## config.mk

```make
export PLATFORM = sky130hd
export DESIGN_NAME = pci_target_ctrl_flat
export DESIGN_NICKNAME = d
export VERILOG_FILES = /design/src/rtl/pci_target_ctrl_if.sv /design/src/rtl/pci_target_ctrl.sv /design/src/flat_wrapper.sv
export SDC_FILE = /design/constraint.sdc
export NUM_CORES = 1
export LEC_CHECK = 0
export CAP_MARGIN = 20
export CELL_PAD_IN_SITES_DETAIL_PLACEMENT = 1
export CELL_PAD_IN_SITES_GLOBAL_PLACEMENT = 2
export CORE_MARGIN = 10
export CORE_UTILIZATION = 17
export DETAILED_ROUTE_END_ITERATION = 8
export HOLD_SLACK_MARGIN = 0.06
export PLACE_DENSITY = 0.83
export SYNTH_ARGS = -nofsm -noshare
export SYNTH_HDL_FRONTEND = slang
export SYNTH_SLANG_ARGS = --single-unit
```

## constraint.sdc

```tcl
create_clock -name clk -period 3 [get_ports clk]
set_input_delay 0.75 -clock clk [delete_from_list [all_inputs] [get_ports clk]]
set_output_delay 0.75 -clock clk [all_outputs]
set_load 0.1 [all_outputs]
```

## src/rtl/pci_target_ctrl_if.sv

```systemverilog
// PCI target control bus bundle: PCI-side handshake pins plus the storage-side strobes.
interface pci_target_ctrl_if;
  logic        FRAME_n;
  logic        IRDY_n;
  logic [31:0] AD;
  logic [3:0]  CBE_n;
  logic        store_rdy;
  logic        DEVSEL_n;
  logic        TRDY_n;
  logic        STOP_n;
  logic        ctl_oe;
  logic        ad_oe;
  logic        RE;
  logic        WE;
  logic [1:0]  Address;
  logic [3:0]  BE;

  modport slave (
    input  FRAME_n, IRDY_n, AD, CBE_n, store_rdy,
    output DEVSEL_n, TRDY_n, STOP_n, ctl_oe, ad_oe, RE, WE, Address, BE
  );

  modport master (
    output FRAME_n, IRDY_n, AD, CBE_n, store_rdy,
    input  DEVSEL_n, TRDY_n, STOP_n, ctl_oe, ad_oe, RE, WE, Address, BE
  );
endinterface

```

## src/rtl/pci_target_ctrl.sv

```systemverilog
// PCI target sequencer: claims memory read/write hits on BASE_ADDR and steps the word storage
// one data phase at a time; wait states follow store_rdy, bursts past the last word get STOP#.
module pci_target_ctrl #(
  parameter logic [31:0] BASE_ADDR = 32'h0000_1000,
  parameter int          NWORDS    = 3
) (
  input  logic             clk,
  input  logic             rst_n,
  pci_target_ctrl_if.slave bus
);
  typedef enum logic [2:0] {IDLE, BUSY, CLAIM, XFER, DISC, TURN} state_t;

  localparam logic [3:0] CMD_MEM_RD = 4'b0110;
  localparam logic [3:0] CMD_MEM_WR = 4'b0111;
  localparam logic [1:0] LAST_WORD  = 2'(NWORDS - 1);

  state_t     state, next_state;
  logic       frame_q;
  logic [1:0] word_ptr;
  logic       is_read;
  logic       devsel_q, trdy_q, stop_q, ctl_oe_q, re_q;
  logic       devsel_d, trdy_d, stop_d, ctl_oe_d, re_d;
  logic       frame_fall, cmd_ok, hit, complete, read_d;

  assign frame_fall = frame_q & ~bus.FRAME_n;
  assign cmd_ok     = (bus.CBE_n == CMD_MEM_RD) || (bus.CBE_n == CMD_MEM_WR);
  assign hit        = (bus.AD[31:4] == BASE_ADDR[31:4]) &&
                      ({30'd0, bus.AD[3:2]} < 32'(NWORDS)) &&
                      (bus.AD[1:0] == 2'b00) && cmd_ok;
  // store_rdy gates completion too: TRDY# is registered and lags a store_rdy drop by a cycle
  assign complete   = (state == XFER) && !trdy_q && !bus.IRDY_n && bus.store_rdy;
  assign read_d     = (state == IDLE) ? (bus.CBE_n == CMD_MEM_RD) : is_read;

  always_comb begin
    next_state = state;
    case (state)
      IDLE:    if (frame_fall) next_state = hit ? CLAIM : BUSY;
      BUSY:    if (bus.FRAME_n && bus.IRDY_n) next_state = IDLE;
      CLAIM:   next_state = XFER;
      XFER: begin
        if (complete) begin
          if (bus.FRAME_n)                next_state = TURN;
          else if (word_ptr == LAST_WORD) next_state = DISC;
        end
      end
      DISC:    if (bus.FRAME_n) next_state = TURN;
      TURN:    next_state = IDLE;
      default: next_state = IDLE;
    endcase

    devsel_d = !(next_state inside {CLAIM, XFER, DISC});
    trdy_d   = !((state == XFER) && (next_state == XFER) && bus.store_rdy);
    stop_d   = !(next_state == DISC);
    ctl_oe_d = next_state inside {CLAIM, XFER, DISC, TURN};
    re_d     = (next_state inside {CLAIM, XFER}) && read_d;
  end

  always_ff @(posedge clk) begin
    if (!rst_n) begin
      state    <= IDLE;
      frame_q  <= 1'b0;  // a FRAME# still low after reset must not look like a new edge
      word_ptr <= 2'd0;
      is_read  <= 1'b0;
      devsel_q <= 1'b1;
      trdy_q   <= 1'b1;
      stop_q   <= 1'b1;
      ctl_oe_q <= 1'b0;
      re_q     <= 1'b0;
    end else begin
      state    <= next_state;
      frame_q  <= bus.FRAME_n;
      is_read  <= read_d;
      devsel_q <= devsel_d;
      trdy_q   <= trdy_d;
      stop_q   <= stop_d;
      ctl_oe_q <= ctl_oe_d;
      re_q     <= re_d;
      if ((state == IDLE) && frame_fall) word_ptr <= bus.AD[3:2];
      else if (complete)                 word_ptr <= word_ptr + 2'd1;
    end
  end

  assign bus.DEVSEL_n = devsel_q;
  assign bus.TRDY_n   = trdy_q;
  assign bus.STOP_n   = stop_q;
  assign bus.ctl_oe   = ctl_oe_q;
  assign bus.RE       = re_q;
  assign bus.Address  = word_ptr;
  assign bus.ad_oe    = (state == XFER) && is_read;
  assign bus.WE       = complete && !is_read;
  assign bus.BE       = (state == XFER) ? ~bus.CBE_n : 4'b0000;
endmodule

```

## src/flat_wrapper.sv

```systemverilog
// flat-port wrapper written by rule: the top's interface ports become plain ports
module pci_target_ctrl_flat 
#(
  parameter logic [31:0] BASE_ADDR = 32'h0000_1000,
  parameter int          NWORDS    = 3
)
  (clk, rst_n, bus_FRAME_n, bus_IRDY_n, bus_AD, bus_CBE_n, bus_store_rdy, bus_DEVSEL_n, bus_TRDY_n, bus_STOP_n, bus_ctl_oe, bus_ad_oe, bus_RE, bus_WE, bus_Address, bus_BE);
  pci_target_ctrl_if bus_i ();
  input  logic clk;
  input  logic rst_n;
  input wire logic [$bits(bus_i.FRAME_n)-1:0] bus_FRAME_n;
  input wire logic [$bits(bus_i.IRDY_n)-1:0] bus_IRDY_n;
  input wire logic [$bits(bus_i.AD)-1:0] bus_AD;
  input wire logic [$bits(bus_i.CBE_n)-1:0] bus_CBE_n;
  input wire logic [$bits(bus_i.store_rdy)-1:0] bus_store_rdy;
  output wire logic [$bits(bus_i.DEVSEL_n)-1:0] bus_DEVSEL_n;
  output wire logic [$bits(bus_i.TRDY_n)-1:0] bus_TRDY_n;
  output wire logic [$bits(bus_i.STOP_n)-1:0] bus_STOP_n;
  output wire logic [$bits(bus_i.ctl_oe)-1:0] bus_ctl_oe;
  output wire logic [$bits(bus_i.ad_oe)-1:0] bus_ad_oe;
  output wire logic [$bits(bus_i.RE)-1:0] bus_RE;
  output wire logic [$bits(bus_i.WE)-1:0] bus_WE;
  output wire logic [$bits(bus_i.Address)-1:0] bus_Address;
  output wire logic [$bits(bus_i.BE)-1:0] bus_BE;
  assign bus_i.FRAME_n = bus_FRAME_n;
  assign bus_i.IRDY_n = bus_IRDY_n;
  assign bus_i.AD = bus_AD;
  assign bus_i.CBE_n = bus_CBE_n;
  assign bus_i.store_rdy = bus_store_rdy;
  assign bus_DEVSEL_n = bus_i.DEVSEL_n;
  assign bus_TRDY_n = bus_i.TRDY_n;
  assign bus_STOP_n = bus_i.STOP_n;
  assign bus_ctl_oe = bus_i.ctl_oe;
  assign bus_ad_oe = bus_i.ad_oe;
  assign bus_RE = bus_i.RE;
  assign bus_WE = bus_i.WE;
  assign bus_Address = bus_i.Address;
  assign bus_BE = bus_i.BE;
  pci_target_ctrl #(.BASE_ADDR(BASE_ADDR), .NWORDS(NWORDS)) u_core (.clk(clk), .rst_n(rst_n), .bus(bus_i));
endmodule
```

==> results of run 1 <==
[path summary, 6_finish.rpt]
kind | from | end | slack, ns | cells past startpoint
max | bus_IRDY_n | bus_WE | 0.20 | 5
min | u_core.bus.Address[0] | u_core.bus.Address[0] | 0.54 | 2
max reg2reg | u_core.state[0] | u_core.bus.DEVSEL_n | 1.37 | 4
min reg2reg | u_core.bus.Address[0] | u_core.bus.Address[0] | 0.54 | 2
[flip-flops by register name, summed over array words and instances, names as in the netlist]
register and count:
u_core.is_read 1, u_core.frame_q 1, u_core.state 3, u_core.bus.RE 1
u_core.bus.ctl_oe 1, u_core.bus.STOP_n 1, u_core.bus.TRDY_n 1, u_core.bus.DEVSEL_n 1
u_core.bus.Address 2
[routing by layer]
layer	vias to the layer above	GRT usage [%]	part of all wire [%]
met1	357	7.61	36
met4	0	5.61	2.5
met2	32	15.8	56
met5	-	0	0
met3	5	2.27	6.1
li1	398	-	-
[kinds of logic (layout without fill, tap and decap cells)]
logic type,Yosys count,after routing
buffers and inverters,5,61
AND/OR/NAND/NOR,42,42
adder cells (fa/ha/maj),1,1
AO/OA/AOI/OAI,15,15
flip-flops,12,12
[cells in the final DEF (no fill, tap or decap), types with 2 or more instances in the layout]
cell type	count
clkdlybuf4s50_1	40
dfxtp_1	12
nand2_1	8
nor2_1	8
buf_4	8
inv_1	5
buf_12	5
nor4_2	4
nand3_1	4
a31oi_1	3
nor4_1	3
clkbuf_8	3
and2b_1	2
a21oi_1	2
a211oi_1	2
[final cells by class]
| cell class | instances | share of cell area, % |
|---|---|---|
| Sequential cell | 12 | 18.1 |
| Inverter | 5 | 1.42 |
| Timing Repair Buffer | 53 | 42.3 |
| Clock buffer | 3 | 3.12 |
| Tap cell | 48 | 4.53 |
| Multi-Input combinational cell | 58 | 30.5 |
[critical path, stage by stage]
cell and delay, ns:
clkdlybuf4s50_1 0.44, and4bb_1 0.35, nand2_1 0.15, nor2_2 0.17, buf_12 0.19
[where the power goes]
part / switching, mW / internal, mW
clock: 0.0593 / 0.0885
sequential: 0.00280 / 0.163
combinational: 0.0307 / 0.0553
[through the flow]
step	setup slack, ns	hold slack (ns)	area (um^2)	instances	total power [mW]
6_report	0.202	0.535	1330	179	0.399
2_1_floorplan	0.218	0.489	663	75	0.191
3_5_place_dp	0.209	0.531	1280	176	0.255
3_3_place_gp	0.224	0.508	1280	176	0.253
5_1_grt	0.127	0.579	1330	179	0.417
4_1_cts	0.202	0.539	1330	179	0.406
==> results.py, run 1 <==
metrics = {
    "detailed_routing": {
        "vias_per_cell": 4.42,
        "antenna_left": 0,
        "vias": 792,
        "first_pass_iters": 4,
        "route.detailed.drc": 0,
        "drtIter0Drc": 29,
        "drt_wl_total_um": 2830,
        "wire_per_inst_um": 15.8,
    },
    "synthesis": {
        "ys.warnings.count": 0,
        "synth-compound-area-share_pct": 17.0,
        "synthCells": 75,
        "synth_simple_gate_area_share_pct": 41.9,
        "avgSynthCellArea_um2": 8.81,
        "synth.most_common_cell": "dfxtp_1",
        "synth.distinct_cells": 32,
        "async_flop_share_pct": 0,
        "synth.largest_area_cell": "dfxtp_1",
        "muxShareOfSynthArea_pct": 0,
        "synth_xor_area_share_pct": 0,
        "synth-seq-area-share_pct": 36.4,
        "syn_area_um2": 661,
        "synth_top_family_by_area": "simple AND/OR/NAND/NOR gates",
        "syn_nets": 117,
        "ys_seq_elements": 12,
        "ys.flop_type": "dfxtp_1",
        "yosys.area.top_type_share_pct": 36.4,
        "synth_enable_flop_cells": 0,
        "yosys-top-cells-area": "dfxtp_1 (36%), nor4_2 (7.6%), nor2_1 (5.1%), nand2_1 (4.5%), nand3_1 (3.0%)",
        "synthTopCellsByCount": "dfxtp_1 (12), nor2_1 (9), nand2_1 (8)",
        "synthAdderAreaFrac_pct": 1.89,
    },
    "clock_tree": {
        "cts_setup_buffers": 0,
        "cts_buffers": 3,
        "htreeDepth": 1,
        "clk_pin_slew_ns": 0.05,
        "cts_sinks": 12,
        "cts_resized": 0,
        "cts_hold_buf": 0,
        "cts_root_buffer": "clkbuf_8",
        "clockBufferDepth": 2,
        "clock_latency_ns": 0.25,
        "cts_tree": "yes",
    },
    "worst_setup_path": {
        "worstPathRequired_ns": 2.25,
        "path_max_fanout": 5,
        "worstSetupStartpointType": "input port",
        "cp_data_arrival_time_ns": 2.05,
        "worstSetupEndpointType": "output pin",
        "critical_path_class": "input port to output pin",
    },
    "power": {
        "ir_worst_vdd_v": 0.0000886,
        "p_per_area_mw_per_mm2": 301,
        "p_leak_nw": 0.484,
    },
    "timing": {
        "finalCritPeriodShare_pct": 93.3,
        "finalSetupViolations": 0,
        "hold_viol": 0,
        "slew_headroom_pct": 67.4,
        "fin_setup_tns_ns": 0,
        "tightestPinTransition_ns": 0.484,
        "fin_crit_ns": 2.80,
        "max_freq_mhz": 357,
        "fin_worst_skew_ns": 0.00504,
        "rsz0062_at_grt": "false",
        "slew_viol_final": 0,
    },
    "placement": {
        "numPortBuffers": 53,
        "gp_congestion": 0.728,
        "place_hpwl_um": 2510,
    },
    "grt": {
        "grtUsageTotal_pct": 8.36,
        "grt_pass1_wl_um": 4300,
        "grt_max_degree": 8,
        "overflow": 0,
        "antenna_found_initial": 0,
        "grt_pass1_vias": 884,
    },
    "die": {
        "rows": 22,
        "core_mm2": 0.00372,
        "start_util_pct": 17.8,
        "die_area_mm2": 0.00678,
        "die_x_um": 82.3,
        "die_h_um": 82.3,
        "boundaryPins": 54,
    },
    "cells_and_area": {
        "regArea_um2": 240,
        "finish.utilization_pct": 35.7,
        "fin_nets": 175,
        "area_growth_syn_to_layout_pct": 101,
        "drive_gt1_share_pct": 21.4,
        "diodes": 0,
        "multi_input_area_um2": 404,
        "fillCellCount": 442,
    },
    "outcome": {
        "status": "finished clean",
    },
    "job": {
        "drv_cap": 0,
    },
    "min_path": {
        "hold_class": "flop to flop",
    },
}
Power figures use the tool's default switching activity.
==> run 2: changes to the inputs <==
--- a/config.mk
+++ b/config.mk
@@ -6,13 +6,15 @@
 export NUM_CORES = 1
 export LEC_CHECK = 0
 export CAP_MARGIN = 20
-export CELL_PAD_IN_SITES_DETAIL_PLACEMENT = 1
-export CELL_PAD_IN_SITES_GLOBAL_PLACEMENT = 2
+export CELL_PAD_IN_SITES_DETAIL_PLACEMENT = 0
+export CELL_PAD_IN_SITES_GLOBAL_PLACEMENT = 1
 export CORE_MARGIN = 10
-export CORE_UTILIZATION = 17
+export CORE_UTILIZATION = 23
+export CTS_BUF_LIST = sky130_fd_sc_hd__clkbuf_16
 export DETAILED_ROUTE_END_ITERATION = 8
 export HOLD_SLACK_MARGIN = 0.06
-export PLACE_DENSITY = 0.83
+export PLACE_DENSITY = 0.84
+export SLEW_MARGIN = 40
 export SYNTH_ARGS = -nofsm -noshare
 export SYNTH_HDL_FRONTEND = slang
 export SYNTH_SLANG_ARGS = --single-unit
==> results.py, run 2 (synthesis gave the netlist of run 1 again) <==
metrics = {
    "outcome": {
        "status": "finished clean",
    },
    "detailed_routing": {
        "vias_per_cell": 4.99,
        "route.detailed.drc": 0,
        "drtIter0Drc": 16,
        "antenna_left": 0,
        "first_pass_iters": 4,
        "wire_per_inst_um": 15.7,
        "vias": 809,
        "drt_wl_total_um": 2550,
    },
    "clock_tree": {
        "clock_latency_ns": 0.24,
        "cts_buffers": 3,
        "cts_setup_buffers": 0,
        "cts_sinks": 12,
        "cts_hold_buf": 0,
        "cts_resized": 0,
        "cts_tree": "yes",
        "clk_pin_slew_ns": 0.04,
        "cts_root_buffer": "clkbuf_16",
        "clockBufferDepth": 2,
        "htreeDepth": 1,
    },
    "cells_and_area": {
        "regMostFlops": "u_core.state",
        "fin_nets": 175,
        "drive_gt1_share_pct": 21.4,
        "fillCellCount": 275,
        "finish.utilization_pct": 48.5,
        "regArea_um2": 240,
        "largest_reg_flops": 3,
        "layout_common_cells": "clkdlybuf4s50_1 (40), dfxtp_1 (12), nand2_1 (8), nor2_1 (8), buf_4 (8)",
        "diodes": 0,
        "area_growth_syn_to_layout_pct": 102,
        "final_common_cell": "clkdlybuf4s50_1",
        "multi_input_area_um2": 404,
    },
    "grt": {
        "grtUsageTotal_pct": 9.79,
        "grt_pass1_wl_um": 4200,
        "grt_max_degree": 8,
        "antenna_found_initial": 0,
        "grt_pass1_vias": 939,
        "overflow": 0,
    },
    "die": {
        "start_util_pct": 24.0,
        "die_x_um": 73.6,
        "core_mm2": 0.00276,
        "die_area_mm2": 0.00542,
        "die_h_um": 73.6,
        "rows": 19,
        "boundaryPins": 54,
    },
    "min_path": {
        "min_from": "u_core.bus.Address[0]",
        "hold_class": "flop to flop",
    },
    "worst_setup_path": {
        "worstPathRequired_ns": 2.25,
        "critical_path_class": "input port to output pin",
        "crit_start": "bus_IRDY_n",
        "cp_data_arrival_time_ns": 2.04,
        "worstSetupEndpointType": "output pin",
        "worstSetupStartpointType": "input port",
        "r2r_start": "u_core.state[0]",
        "path_max_fanout": 5,
    },
    "timing": {
        "fin_setup_tns_ns": 0,
        "fin_worst_skew_ns": 0.000980,
        "slew_headroom_pct": 68.0,
        "hold_viol": 0,
        "fin_crit_ns": 2.79,
        "finalSetupViolations": 0,
        "tightestPinTransition_ns": 0.475,
        "slew_viol_final": 0,
        "whs_ns": 0.525,
        "finalCritPeriodShare_pct": 93.0,
        "max_freq_mhz": 359,
        "rsz0062_at_grt": "false",
    },
    "placement": {
        "gp_congestion": 0.743,
        "numPortBuffers": 53,
        "place_hpwl_um": 2210,
    },
    "job": {
        "drv_cap": 0,
    },
    "power": {
        "power_frac_seq_pct": 33.9,
        "p_int_mw": 0.391,
        "comb_power_share_pct": 17.5,
        "power_mw": 0.489,
        "ir_worst_vdd_v": 0.000201,
        "pwr-share-clk_pct": 48.6,
        "p_leak_nw": 0.499,
        "switching_share_pct": 19.9,
        "p_per_area_mw_per_mm2": 365,
        "p_switching_mw": 0.0972,
    },
}
==> run 2: cell counts in the layout (fill, tap and decap cells not counted) <==
No cell type changed its count.
==> run 2: power groups by stage <==
stage	logic (mW)	registers (mW)	clock network (mW)
after floorplan	0.0147	0.176	0
after global placement	0.0843	0.168	0
after detailed placement	0.0857	0.168	0
after CTS	0.0861	0.166	0.239
after global routing	0.0911	0.166	0.252
final	0.0855	0.166	0.237
==> run 2: final timing paths <==
path / to / slack (ns) / cells past startpoint
worst max-delay path: bus_WE / 0.21 / 5
worst min-delay path: u_core.bus.Address[0] / 0.53 / 2
worst max register to register: u_core.bus.ctl_oe / 1.41 / 4
worst min register to register: u_core.bus.Address[0] / 0.53 / 2
==> run 2: layout make-up <==
| class | instances | area share [%] |
|---|---|---|
| Sequential cell | 12 | 18.0 |
| Clock buffer | 3 | 5.61 |
| Inverter | 5 | 1.40 |
| Timing Repair Buffer | 53 | 41.9 |
| Multi-Input combinational cell | 58 | 30.2 |
| Tap cell | 31 | 2.90 |
==> run 2: worst max-delay path, stage by stage <==
cell	delay, ns
clkdlybuf4s50_1	0.42
and4bb_1	0.34
nand2_1	0.15
nor2_2	0.17
buf_12	0.19
==> run 2: stage by stage <==
step           instance area, um^2  worst slack [ns]  std cells
2_1_floorplan                  663             0.218         75
3_3_place_gp                  1260             0.238        159
3_5_place_dp                  1260             0.219        159
4_1_cts                       1340             0.202        162
5_1_grt                       1340             0.137        162
6_report                      1340             0.211        162
==> run 2: layer usage <==
layer / vias up / global-route usage (%) / share of wire, %
met5: - / 0 / 0
met3: 2 / 7.94 / 17
met2: 45 / 16.0 / 47
li1: 399 / - / -
met4: 0 / 4.35 / 1.3
met1: 363 / 8.56 / 34
==> run 3: changes to the inputs <==
--- a/config.mk
+++ b/config.mk
@@ -8,6 +8,7 @@
 export CAP_MARGIN = 20
 export CELL_PAD_IN_SITES_DETAIL_PLACEMENT = 0
 export CELL_PAD_IN_SITES_GLOBAL_PLACEMENT = 1
+export CORE_ASPECT_RATIO = 0.5
 export CORE_MARGIN = 10
 export CORE_UTILIZATION = 23
 export CTS_BUF_LIST = sky130_fd_sc_hd__clkbuf_16
==> results.py, run 3 (synthesis gave the netlist of run 1 again) <==
metrics = {
    "placement": {
        "gp_congestion": 0.767,
        "place_hpwl_um": 2170,
        "numPortBuffers": 53,
        "placed_cell_area_mm2": 0.00127,
        "dp.cells": 165,
    },
    "detailed_routing": {
        "dr_wl_met3_um": 142,
        "wire_per_inst_um": 14.5,
        "routed.top_layer": "met4",
        "drt_wl_total_um": 2450,
        "drtIter0Drc": 13,
        "vias_per_cell": 4.53,
        "route.detailed.drc": 0,
        "vias": 766,
        "antenna_left": 0,
        "dr_wl_met2_um": 1250,
        "met1_length_um": 1030,
        "first_pass_iters": 4,
    },
    "worst_setup_path": {
        "worstPathRequired_ns": 2.25,
        "critical_path_class": "input port to output pin",
        "r2r_start": "u_core.state[0]",
        "worstSetupStartpointType": "input port",
        "cp_data_arrival_time_ns": 2.02,
        "crit_start": "bus_IRDY_n",
        "path_max_fanout": 5,
        "worstSetupEndpointType": "output pin",
    },
    "outcome": {
        "status": "finished clean",
    },
    "cells_and_area": {
        "drive_gt1_share_pct": 21.2,
        "fin_nets": 175,
        "final_common_cell": "clkdlybuf4s50_1",
        "design_area_mm2": 0.00135,
        "diodes": 0,
        "finish.utilization_pct": 50.6,
        "area_growth_syn_to_layout_pct": 104,
        "layout_common_cells": "clkdlybuf4s50_1 (40), dfxtp_1 (12), nand2_1 (8), nor2_1 (8), buf_4 (8)",
        "fillCellCount": 271,
        "regMostFlops": "u_core.state",
        "instances_no_fill": 169,
        "largest_reg_flops": 3,
    },
    "clock_tree": {
        "clockBufferDepth": 2,
        "cts_sinks": 12,
        "cts_hold_buf": 0,
        "cts_buffers": 3,
        "cts_root_buffer": "clkbuf_16",
        "htreeDepth": 1,
        "cts_tree": "yes",
        "clock_latency_ns": 0.24,
        "cts_resized": 0,
        "clk_pin_slew_ns": 0.05,
        "cts_setup_buffers": 0,
    },
    "grt": {
        "antenna_found_initial": 0,
        "grt_pass1_vias": 839,
        "overflow": 0,
        "grt_pass1_wl_um": 4100,
        "grt_max_degree": 8,
        "grtUsageTotal_pct": 9.31,
    },
    "timing": {
        "finalSetupViolations": 0,
        "slew_headroom_pct": 67.1,
        "fin_worst_skew_ns": 0.00498,
        "rsz0062_at_grt": "false",
        "finalCritPeriodShare_pct": 92.2,
        "slew_viol_final": 0,
        "fin_setup_tns_ns": 0,
        "whs_ns": 0.524,
        "tightestPinTransition_ns": 0.489,
        "hold_viol": 0,
        "fin_crit_ns": 2.77,
        "max_freq_mhz": 361,
    },
    "power": {
        "comb_power_share_pct": 17.1,
        "p_per_area_mw_per_mm2": 366,
        "ir_worst_vdd_v": 0.000321,
        "p_int_mw": 0.393,
        "power_frac_seq_pct": 33.5,
        "p_switching_mw": 0.100,
        "switching_share_pct": 20.3,
        "pwr-share-clk_pct": 49.4,
        "p_leak_nw": 0.500,
    },
    "min_path": {
        "hold_class": "flop to flop",
        "min_from": "u_core.bus.Address[1]",
    },
    "die": {
        "die_x_um": 95.8,
        "die_area_mm2": 0.00555,
        "die_h_um": 57.9,
        "start_util_pct": 24.8,
        "boundaryPins": 54,
        "core_mm2": 0.00267,
        "rows": 13,
    },
    "job": {
        "drv_cap": 0,
    },
}
==> run 3: cell types whose count changed in the layout (fill, tap and decap cells not counted) <==
cell,change
clkinv_1,+1
==> run 3: per-stage QoR <==
stage	power (mW)	worst slack [ns]
global route	0.516	0.165
global placement	0.253	0.252
CTS	0.498	0.224
finish	0.493	0.233
floorplan	0.191	0.218
detailed placement	0.253	0.227
==> run 3: path summary, 6_finish.rpt <==
path | endpoint | slack [ns] | depth (start not counted)
min reg2reg | u_core.bus.Address[1] | 0.52 | 2
max reg2reg | u_core.bus.TRDY_n | 1.41 | 4
max | bus_WE | 0.23 | 5
min | u_core.bus.Address[1] | 0.52 | 2
==> run 3: layout make-up <==
| type | instances | area [um^2] | area share (%) |
|---|---|---|---|
| Clock buffer | 3 | 75.1 | 5.57 |
| Clock inverter | 1 | 3.75 | 0.278 |
| Inverter | 5 | 18.8 | 1.39 |
| Multi-Input combinational cell | 58 | 404 | 30.0 |
| Sequential cell | 12 | 240 | 17.8 |
| Tap cell | 37 | 46.3 | 3.43 |
| Timing Repair Buffer | 53 | 561 | 41.6 |
==> run 3: metal layers <==
layer	vias up	global-route usage [%]
met5	-	0
met2	19	15.0
met1	347	11.1
met4	0	2.51
li1	398	-
met3	2	3.98
==> run 3: worst max-delay path: stages <==
cell             delay (ns)
clkdlybuf4s50_1        0.42
and4bb_1               0.34
nand2_1                0.15
nor2_2                 0.16
buf_12                 0.19
==> run 3: power groups by stage <==
| stage | sequential [mW] | clock [mW] | combinational [mW] |
|---|---|---|---|
| 6_report | 0.165 | 0.244 | 0.0844 |
| 5_1_grt | 0.166 | 0.259 | 0.0908 |
| 4_1_cts | 0.165 | 0.247 | 0.0851 |
| 3_5_place_dp | 0.168 | 0 | 0.0850 |
| 3_3_place_gp | 0.168 | 0 | 0.0844 |
| 2_1_floorplan | 0.176 | 0 | 0.0147 |
